File: config.mk
export PLATFORM = sky130hd
export DESIGN_NAME = fifo_read_packer_flat
export DESIGN_NICKNAME = d
export VERILOG_FILES = /design/src/rtl/fifo_read_packer_if.sv /design/src/rtl/fifo_read_packer.sv /design/src/flat_wrapper.sv
export SDC_FILE = /design/constraint.sdc
export NUM_CORES = 1
export LEC_CHECK = 0
export ABC_AREA = 1
export BUFFER_PORTS_ARGS = -buffer_cell sky130_fd_sc_hd__clkbuf_2
export CORE_MARGIN = 1.5
export CORE_UTILIZATION = 40
export CTS_CLUSTER_DIAMETER = 80
export CTS_CLUSTER_SIZE = 14
export DETAILED_ROUTE_END_ITERATION = 8
export GPL_TIMING_DRIVEN = 0
export MAX_ROUTING_LAYER = met4
export PLACE_DENSITY_LB_ADDON = 0.3
export SLEW_MARGIN = 25
export SYNTH_ARGS = -nofsm -noshare
export SYNTH_HDL_FRONTEND = slang
export SYNTH_SLANG_ARGS = --single-unit
File: constraint.sdc
create_clock -name clk -period 5.1 [get_ports clk]
set_clock_uncertainty 0.2 [all_clocks]
set_input_delay 0.51 -clock clk [delete_from_list [all_inputs] [get_ports clk]]
set_output_delay 0.51 -clock clk [all_outputs]
set_load 0.02 [all_outputs]
File: src/rtl/fifo_read_packer_if.sv
// Bundle of the FIFO read side, flush request and packed output stream for fifo_read_packer.
// The master modport is the packer's view; slave is the view of the FIFO/downstream environment.
interface fifo_read_packer_if #(
    parameter int unsigned FIFO_WIDTH = 16,
    parameter int unsigned PACK_RATIO = 4,
    parameter int unsigned CNT_W      = $clog2(PACK_RATIO + 1)
);
    logic                             fifo_empty;
    logic                             fifo_underflow;
    logic [FIFO_WIDTH-1:0]            fifo_data_out;
    logic                             fifo_rd_en;
    logic                             flush;
    logic [FIFO_WIDTH*PACK_RATIO-1:0] out_data;
    logic [CNT_W-1:0]                 out_count;
    logic                             out_valid;
    logic                             out_ready;
    logic                             err;

    modport master (
        input  fifo_empty, fifo_underflow, fifo_data_out, flush, out_ready,
        output fifo_rd_en, out_data, out_count, out_valid, err
    );

    modport slave (
        output fifo_empty, fifo_underflow, fifo_data_out, flush, out_ready,
        input  fifo_rd_en, out_data, out_count, out_valid, err
    );
endinterface

File: src/rtl/fifo_read_packer.sv
// Drains a synchronous FIFO and packs PACK_RATIO entries per output word, with partial-word flush.
// Define FIFO_READ_PACKER_ERR_EN to build the sticky underflow/protocol error flag on err.
module fifo_read_packer #(
    parameter int unsigned FIFO_WIDTH = 16,
    parameter int unsigned PACK_RATIO = 4
) (
    input logic                clk,
    input logic                rst,
    fifo_read_packer_if.master bus
);
    localparam int unsigned CNT_W = $clog2(PACK_RATIO + 1);

    localparam logic [CNT_W-1:0] RATIO_CNT = CNT_W'(PACK_RATIO);
    localparam logic [CNT_W:0]   RATIO_EXT = (CNT_W + 1)'(PACK_RATIO);

    typedef enum logic [0:0] {StFill, StHold} state_e;

    typedef logic [PACK_RATIO-1:0][FIFO_WIDTH-1:0] lanes_t;

    state_e                           state_q, state_d;
    logic [CNT_W-1:0]                 word_cnt_q, word_cnt_d;
    logic                             rd_pend_q;
    logic                             flush_req_q, flush_req_d;
    lanes_t                           lanes_q, lanes_d;
    logic                             out_valid_q, out_valid_d;
    logic [FIFO_WIDTH*PACK_RATIO-1:0] out_data_q, out_data_d;
    logic [CNT_W-1:0]                 out_count_q, out_count_d;

    logic             rd_en;
    logic             out_free;
    lanes_t           lanes_merged;
    logic [CNT_W-1:0] cnt_new;

    // In-flight reads count against the word so no entry arrives without a free lane.
    assign rd_en = !bus.fifo_empty && (state_q == StFill) && !flush_req_q &&
                   (({1'b0, word_cnt_q} + (CNT_W + 1)'(rd_pend_q)) < RATIO_EXT);

    assign out_free = !out_valid_q || bus.out_ready;

    always_comb begin
        lanes_merged = lanes_q;
        cnt_new      = word_cnt_q;
        if (rd_pend_q) begin
            for (int i = 0; i < int'(PACK_RATIO); i++) begin
                if (CNT_W'(i) == word_cnt_q) begin
                    lanes_merged[i] = bus.fifo_data_out;
                end
            end
            cnt_new = word_cnt_q + CNT_W'(1);
        end
    end

    always_comb begin
        state_d     = state_q;
        word_cnt_d  = word_cnt_q;
        lanes_d     = lanes_q;
        flush_req_d = flush_req_q;
        out_valid_d = out_valid_q;
        out_data_d  = out_data_q;
        out_count_d = out_count_q;

        if (out_valid_q && bus.out_ready) begin
            out_valid_d = 1'b0;
        end
        if (bus.flush && !flush_req_q) begin
            flush_req_d = 1'b1;
        end

        unique case (state_q)
            StFill: begin
                if (rd_pend_q) begin
                    if (cnt_new == RATIO_CNT && out_free) begin
                        out_data_d  = lanes_merged;
                        out_count_d = RATIO_CNT;
                        out_valid_d = 1'b1;
                        word_cnt_d  = '0;
                        lanes_d     = '0;
                    end else begin
                        lanes_d    = lanes_merged;
                        word_cnt_d = cnt_new;
                        if (cnt_new == RATIO_CNT) begin
                            state_d = StHold;
                        end
                    end
                end else if (flush_req_q) begin
                    if (word_cnt_q == '0) begin
                        flush_req_d = 1'b0;
                    end else if (out_free) begin
                        // Lanes above word_cnt are already zero since every emit clears them.
                        out_data_d  = lanes_q;
                        out_count_d = word_cnt_q;
                        out_valid_d = 1'b1;
                        word_cnt_d  = '0;
                        lanes_d     = '0;
                        flush_req_d = 1'b0;
                    end
                end
            end
            StHold: begin
                if (out_free) begin
                    out_data_d  = lanes_q;
                    out_count_d = RATIO_CNT;
                    out_valid_d = 1'b1;
                    word_cnt_d  = '0;
                    lanes_d     = '0;
                    state_d     = StFill;
                end
            end
            default: state_d = StFill;
        endcase
    end

    always_ff @(posedge clk or posedge rst) begin
        if (rst) begin
            state_q     <= StFill;
            word_cnt_q  <= '0;
            rd_pend_q   <= 1'b0;
            flush_req_q <= 1'b0;
            lanes_q     <= '0;
            out_valid_q <= 1'b0;
            out_data_q  <= '0;
            out_count_q <= '0;
        end else begin
            state_q     <= state_d;
            word_cnt_q  <= word_cnt_d;
            rd_pend_q   <= rd_en;
            flush_req_q <= flush_req_d;
            lanes_q     <= lanes_d;
            out_valid_q <= out_valid_d;
            out_data_q  <= out_data_d;
            out_count_q <= out_count_d;
        end
    end

    assign bus.fifo_rd_en = rd_en;
    assign bus.out_valid  = out_valid_q;
    assign bus.out_data   = out_data_q;
    assign bus.out_count  = out_count_q;

`ifdef FIFO_READ_PACKER_ERR_EN
    logic empty_q;
    logic err_q;

    // empty_q is the empty flag of the cycle that issued the read now pending.
    always_ff @(posedge clk or posedge rst) begin
        if (rst) begin
            empty_q <= 1'b0;
            err_q   <= 1'b0;
        end else begin
            empty_q <= bus.fifo_empty;
            if (bus.fifo_underflow || (rd_pend_q && empty_q)) begin
                err_q <= 1'b1;
            end
        end
    end

    assign bus.err = err_q;
`else
    assign bus.err = 1'b0;
`endif
endmodule
File: src/flat_wrapper.sv
// flat-port wrapper written by rule: the top's interface ports become plain ports
module fifo_read_packer_flat 
#(
    parameter int unsigned FIFO_WIDTH = 16,
    parameter int unsigned PACK_RATIO = 4
)
  (clk, rst, bus_fifo_empty, bus_fifo_underflow, bus_fifo_data_out, bus_flush, bus_out_ready, bus_fifo_rd_en, bus_out_data, bus_out_count, bus_out_valid, bus_err);
  fifo_read_packer_if #(.FIFO_WIDTH(FIFO_WIDTH), .PACK_RATIO(PACK_RATIO)) bus_i ();
  input logic clk;
  input logic rst;
  input wire logic [$bits(bus_i.fifo_empty)-1:0] bus_fifo_empty;
  input wire logic [$bits(bus_i.fifo_underflow)-1:0] bus_fifo_underflow;
  input wire logic [$bits(bus_i.fifo_data_out)-1:0] bus_fifo_data_out;
  input wire logic [$bits(bus_i.flush)-1:0] bus_flush;
  input wire logic [$bits(bus_i.out_ready)-1:0] bus_out_ready;
  output wire logic [$bits(bus_i.fifo_rd_en)-1:0] bus_fifo_rd_en;
  output wire logic [$bits(bus_i.out_data)-1:0] bus_out_data;
  output wire logic [$bits(bus_i.out_count)-1:0] bus_out_count;
  output wire logic [$bits(bus_i.out_valid)-1:0] bus_out_valid;
  output wire logic [$bits(bus_i.err)-1:0] bus_err;
  assign bus_i.fifo_empty = bus_fifo_empty;
  assign bus_i.fifo_underflow = bus_fifo_underflow;
  assign bus_i.fifo_data_out = bus_fifo_data_out;
  assign bus_i.flush = bus_flush;
  assign bus_i.out_ready = bus_out_ready;
  assign bus_fifo_rd_en = bus_i.fifo_rd_en;
  assign bus_out_data = bus_i.out_data;
  assign bus_out_count = bus_i.out_count;
  assign bus_out_valid = bus_i.out_valid;
  assign bus_err = bus_i.err;
  fifo_read_packer #(.FIFO_WIDTH(FIFO_WIDTH), .PACK_RATIO(PACK_RATIO)) u_core (.clk(clk), .rst(rst), .bus(bus_i));
endmodule
==> flow_summary.ini, run 1 <==
[status]
status = finished clean

[route]
drt-total-wl_um = 23400
antenna_left = 0
vias = 7830
vias_per_cell = 5.17
drc_errors = 0
wl_per_cell_um = 15.5
dr.pass1.iters = 6
initialDrtViolationCount = 635

[place]
port_buffers = 89
dpl_cell_area_sq_um = 8630
dp_slack_ns = 2.16
hpwlAfterDp_um = 16400
place_congestion = 0.848

[sta]
worst_slack_ns = 1.81
slew_viol_final = 0
min_period_ns = 3.29
hold_viol_final = 0
finalCritPeriodShare_pct = 64.5
worst_pin_slew_ns = 1.02
relSlewSlack_pct = 30.4
setup_viol = 0
fmax_ghz = 0.304
rsz0062_at_grt = false

[pwr]
power.density_nw_per_um2 = 648
ir_drop_v = 0.000305
leakagePower_uw = 0.00499

[cells_and_area]
area_delta_synth_final_pct = 17.6
layout-drive-gt1-share_pct = 13.6
ff_latch_area_sq_um = 3450
n_fill_cell = 1943
final_nets = 1270
final_area_sq_um = 9200
n_antenna_cell = 0
multiInputGateArea_sq_um = 3690

[floorplanning]
start_util_pct = 41.3
die_width_um = 143
io_pins = 92
die_y_um = 143
num_rows = 50
die_area_sq_um = 20400
coreArea_sq_um = 19000

[clocking]
cts_resized = 0
root_buffer = clkbuf_16
htree_levels = 4
path_clk_slew_ns = 0.06
cts_tree = built
insertion_delay_ns = 0.43
cts.sinks = 138
numCtsBuffers = 17
cts_buffer_depth = 2

[grt]
grt_max_degree = 93
gr-usage-all-layers_pct = 24.9
grt_pass1_vias = 7386
antenna_found_initial = 0
grt.overflow.total = 0
grt_pass1_wl_um = 37800

[synthesis]
syn_nets = 1160
synth_common_cells = nand2_1, dfrtp_1, nand3_1
synth_top_area_cell = dfrtp_1
synthFlopType = dfrtp_1
netlist_area_sq_um = 7830
syn_inst = 1131
synth_top_area_share_pct = 44.1
ys_seq_area_share_pct = 44.1
synth_cell_types = 27
ys_ff_latch = 138
avgSynthCellArea_sq_um = 6.92
async_flop_share_pct = 100
yosysWarnings = 0
netlist_top_cells_area = dfrtp_1, nand2_1, nand3_1, inv_1, o21ai_0
synth.most_common_cell = nand2_1
synth-edff-count = 0

[worst_setup_path]
critical_path_required_ns = 4.39
critPathLaunchType = flip-flop
critical_path_peak_fanout = 10
r2r_start = u_core.rd_pend_q$_DFF_PP0_
crit_start = u_core.word_cnt_q[2]$_DFFE_PP0P_
cp.arrival_ns = 2.58
reg2regPathDepth = 12
criticalPathCategory = reg2out
endpoint_kind = primary output

[min_path]
hp-class = in2reg
hold_start = bus_flush
whs_path_depth = 3

[flow_run]
drv_cap = 0
==> per-layer routing <==
metal	routed length [um]	track usage [%]	up-vias
met1	10500	31.9	3672
li1	-	-	3854
met4	705	10.2	0
met5	0	-	-
met3	1480	6.30	47
met2	10800	37.6	257
==> state kept, by name (all words and copies together) (netlist names) <==
register / count
u_core.bus.out_valid: 1
u_core.bus.out_data: 64
u_core.lanes_q: 64
u_core.word_cnt_q: 3
u_core.state_q: 1
u_core.bus.out_count: 3
u_core.flush_req_q: 1
u_core.rd_pend_q: 1
==> cells by family (layout without fill, tap and decap cells) <==
group	count (synthesis)	after routing	synth area share [%]
and+or+nand+nor	655	655	34.0
buffers and inverters	166	289	8.67
AOI/OAI and AO/OA	164	164	12.0
DFF	138	138	44.1
adders and majority gates	7	7	1.12
other	1	1	0.0479
==> per-stage QoR <==
stage | instances | util, % | TNS (ns) | total power, uW | hold WS, ns
2_1_floorplan | 1131 | - | 0 | 3860 | 0.274
3_3_place_gp | 1480 | 45.3 | -157.58 | 4700 | 0.264
3_5_place_dp | 1481 | 45.5 | 0 | 4750 | 0.273
4_1_cts | 1514 | 48.6 | 0 | 5960 | 0.140
5_1_grt | 1514 | 48.6 | 0 | 6470 | 0.137
6_report | 1514 | 48.6 | 0 | 5960 | 0.149
==> power breakdown <==
group,switching [uW],internal [uW]
Sequential,222,1460
Clock,512,684
Combinational,2180,906
Total,2910,3050
==> repair_timing <==
action | CTS | global route
setup buffers | 0 | 0
endpoints found under the hold margin | 46 | 0
hold buffers | 1 | 0
setup endpoints to repair | 0 | 0
==> cell type report <==
| cell class | instances | share of cell area (%) |
|---|---|---|
| Inverter | 93 | 3.90 |
| Timing Repair Buffer | 91 | 5.25 |
| Sequential cell | 138 | 37.5 |
| Multi-Input combinational cell | 827 | 40.1 |
| Clock inverter | 14 | 1.35 |
| Buffer | 73 | 3.55 |
| Tap cell | 260 | 3.53 |
| Clock buffer | 18 | 4.77 |
==> final timing paths <==
path	to	slack, ns
worst max-delay path	bus_fifo_rd_en	1.81
worst max register to register	u_core.bus.out_data[46]$_DFFE_PP0P_	2.10
min in group asynchronous	u_core.bus.out_data[38]$_DFFE_PP0P_	0.42
worst min-delay path	u_core.flush_req_q$_DFF_PP0_	0.15
worst min register to register	u_core.bus.out_data[60]$_DFFE_PP0P_	0.29
max in group asynchronous	u_core.lanes_q[1]$_DFFE_PP0P_	3.48
==> critical path, stage by stage (launching register included) <==
cell and delay (ns):
dfrtp_1 0.37, inv_2 0.16, buf_1 0.39, nand2_1 0.10
a2111oi_0 0.81, clkbuf_2 0.31
==> layout by cell type, fill, tap and decap left out, drive strengths merged <==
cell and n:
nand2 503, dfrtp 138, clkbuf 131, nand3 124
inv 95, o21ai 57, buf 50, a21oi 42
o22ai 36, nor2 27, o211ai 25, ha 7
clkinv 7, clkinvlp 4, o31ai 1, a2111oi 1
o2111ai 1, a31oi 1, nand4 1, conb 1
bufinv 1, dlygate4sd3 1
Power figures use the tool's default switching activity.
==> inputs of run 2 (changes only) <==
--- a/config.mk
+++ b/config.mk
@@ -5,7 +5,7 @@
 export SDC_FILE = /design/constraint.sdc
 export NUM_CORES = 1
 export LEC_CHECK = 0
-export ABC_AREA = 1
+export ABC_AREA = 0
 export BUFFER_PORTS_ARGS = -buffer_cell sky130_fd_sc_hd__clkbuf_2
 export CORE_MARGIN = 1.5
 export CORE_UTILIZATION = 40
==> constraint.sdc (replaced) <==
create_clock -name clk -period 3.3 [get_ports clk]
set_clock_uncertainty 0.2 [all_clocks]
set_input_delay 0.33 -clock clk [delete_from_list [all_inputs] [get_ports clk]]
set_output_delay 0.33 -clock clk [all_outputs]
set_load 0.02 [all_outputs]
==> flow_summary.ini, run 2 <==
[floorplanning]
die_area_sq_um = 15700
die_y_um = 125
start_util_pct = 41.1
num_rows = 44
die_width_um = 125
coreArea_sq_um = 14600
io_pins = 92

[cells_and_area]
area_delta_synth_final_pct = 22.0
ff_latch_area_sq_um = 3450
final_cell_count_no_fill = 754
multiInputGateArea_sq_um = 2210
n_antenna_cell = 0
mostFrequentLayoutCell = dfrtp_1
n_fill_cell = 1238
layout-drive-gt1-share_pct = 30.2
final_nets = 587
final_cell_mix = dfrtp_1, clkbuf_2, a22o_1

[clocking]
numCtsBuffers = 17
htree_levels = 4
insertion_delay_ns = 0.42
cts_resized = 0
path_clk_slew_ns = 0.06
cts_buffer_depth = 2
cts_setup_buffers = 0
cts.sinks = 138
root_buffer = clkbuf_16
cts_tree = built

[worst_setup_path]
r2r_start = u_core.word_cnt_q[0]$_DFFE_PP0P_
reg2regPathDepth = 6
critical_path_required_ns = 3.38
cp-endpoint = u_core.bus.out_data[54]$_DFFE_PP0P_
criticalPathCategory = reg2reg
worstReg2RegEnd = u_core.bus.out_data[54]$_DFFE_PP0P_
critical_path_peak_fanout = 10
cp.arrival_ns = 2.96
endpoint_kind = flip-flop
critPathLaunchType = flip-flop
r2r_slack_ns = 0.42
crit_start = u_core.word_cnt_q[0]$_DFFE_PP0P_

[pwr]
power.density_nw_per_um2 = 1190
p_seq_share_pct = 33.1
p_int_uw = 5240
p_sw_share_pct = 39.6
ir_drop_v = 0.000491
power_frac_clock_pct = 22.7
leakagePower_uw = 0.00332
combPwrFrac_pct = 44.2
p_sw_uw = 3440

[route]
wl_per_cell_um = 21.5
antenna_left = 0
dr.pass1.iters = 5
vias = 4587
drt-total-wl_um = 16200
vias_per_cell = 6.08
initialDrtViolationCount = 369
drc_errors = 0

[place]
port_buffers = 73
dp_slack_ns = 0.459
place_congestion = 0.852
dp_cells = 720
hpwlAfterDp_um = 10800

[sta]
worst_pin_slew_ns = 0.679
rsz0062_at_grt = false
fmax_ghz = 0.347
setup_viol = 0
worst_slack_ns = 0.416
min_period_ns = 2.88
finalCritPeriodShare_pct = 87.4
relSlewSlack_pct = 54.7
hold_viol_final = 0
slew_viol_final = 0
setup-tns-final_ns = 0

[grt]
grt_pass1_wl_um = 25800
grt.overflow.total = 0
antenna_found_initial = 0
grt_max_degree = 35
grt_pass1_vias = 4561
gr-usage-all-layers_pct = 21.7

[synthesis]
syn_nets = 488
syn_inst = 459
synth_cell_types = 46
synthFlopType = dfrtp_1
yosysWarnings = 0
ys_ff_latch = 138
synth_top_area_cell = dfrtp_1
ys_seq_area_share_pct = 57.6
synth-edff-count = 0
synth_top_area_share_pct = 57.6
synth_common_cells = dfrtp_1, a22o_1, o22ai_1
netlist_top_cells_area = dfrtp_1, a22o_1, a2bb2oi_1, o22ai_1, a2bb2oi_2
synth.most_common_cell = dfrtp_1
avgSynthCellArea_sq_um = 13.1
async_flop_share_pct = 100
netlist_area_sq_um = 5990

[min_path]
hp-class = in2reg

[flow_run]
drv_cap = 0

[status]
status = finished clean
-- run 2: changes by cell type after synthesis, moves of 39 or more --
| cell | change |
|---|---|
| o21ai_0 | -49 |
| a2bb2oi_1 | +48 |
| a22o_1 | +64 |
| nand2_1 | -500 |
| nand3_1 | -123 |
| inv_1 | -80 |
| a21oi_1 | -39 |
-- run 2: worst min-delay path by stage --
stage | startpoint | endpoint | slack (ns) | cells past startpoint
after floorplan | u_core.lanes_q[49]$_DFFE_PP0P_ | u_core.lanes_q[49]$_DFFE_PP0P_ | 0.27 | 1
after global placement | u_core.bus.out_data[62]$_DFFE_PP0P_ | u_core.bus.out_data[62]$_DFFE_PP0P_ | 0.28 | 1
after detailed placement | rst | u_core.bus.out_data[8]$_DFFE_PP0P_ | 0.14 | 2
after CTS | bus_fifo_data_out[10] | u_core.lanes_q[58]$_DFFE_PP0P_ | 0.18 | 2
after global routing | bus_fifo_data_out[10] | u_core.lanes_q[26]$_DFFE_PP0P_ | 0.22 | 2
final | bus_fifo_data_out[10] | u_core.lanes_q[58]$_DFFE_PP0P_ | 0.18 | 2
-- run 2: power by group through the flow --
stage / Sequential, uW / Combinational, uW / Clock [uW]
final: 2880 / 3830 / 1970
after global routing: 2950 / 4140 / 2060
after CTS: 2870 / 3850 / 1980
after detailed placement: 2880 / 3810 / 0
after global placement: 2860 / 3700 / 0
after floorplan: 3290 / 2270 / 0
-- run 2: layout make-up --
class	count	share of cell area (%)
Buffer	54	4.13
Tap cell	184	3.15
Inverter	6	0.360
Timing Repair Buffer	80	6.51
Clock inverter	13	2.28
Sequential cell	138	47.3
Clock buffer	18	6.01
Multi-Input combinational cell	261	30.3
-- run 2: stage by stage --
stage / hold WS, ns / util (%) / cell area (sq um) / total power, uW
3_5_place_dp: 0.141 / 45.7 / 6670 / 6680
5_1_grt: 0.220 / 50.1 / 7310 / 9150
3_3_place_gp: 0.278 / 45.2 / 6590 / 6560
2_1_floorplan: 0.267 / - / 5990 / 5560
4_1_cts: 0.181 / 50.1 / 7310 / 8690
6_report: 0.178 / 50.1 / 7310 / 8680
-- run 2: critical path, cell delays in order, from the launching register on --
cell	delay (ns)
dfrtp_1	0.45
ha_1	0.23
ha_1	0.32
nand4bb_4	0.32
o221ai_2	0.58
clkbuf_1	0.49
a2bb2oi_1	0.14
-- run 2: kinds of logic (layout without fill, tap and decap cells) --
| logic type | count (synthesis) | after routing | synth area share (%) |
|---|---|---|---|
| other | 1 | 1 | 0.0626 |
| AND/OR/NAND/NOR | 28 | 28 | 3.82 |
| adder cells (fa/ha/maj) | 7 | 7 | 1.46 |
| AO/OA/AOI/OAI | 224 | 224 | 31.4 |
| buffers and inverters | 60 | 171 | 5.41 |
| flip-flops | 138 | 138 | 57.6 |
| multiplexers | 1 | 1 | 0.188 |
-- run 2: timing repair --
item	CTS	global route
hold buffers	3	0
hold endpoints to repair	12	0
endpoints found under the setup margin	0	0
-- run 2: per-layer routing --
metal  GRT usage (%)  vias up  routed length, um
li1                -     2001                  -
met1            29.0     2369               7210
met2            32.9      184               7800
met3            4.02       33                855
met4            8.56        0                336
met5               -        -                  0
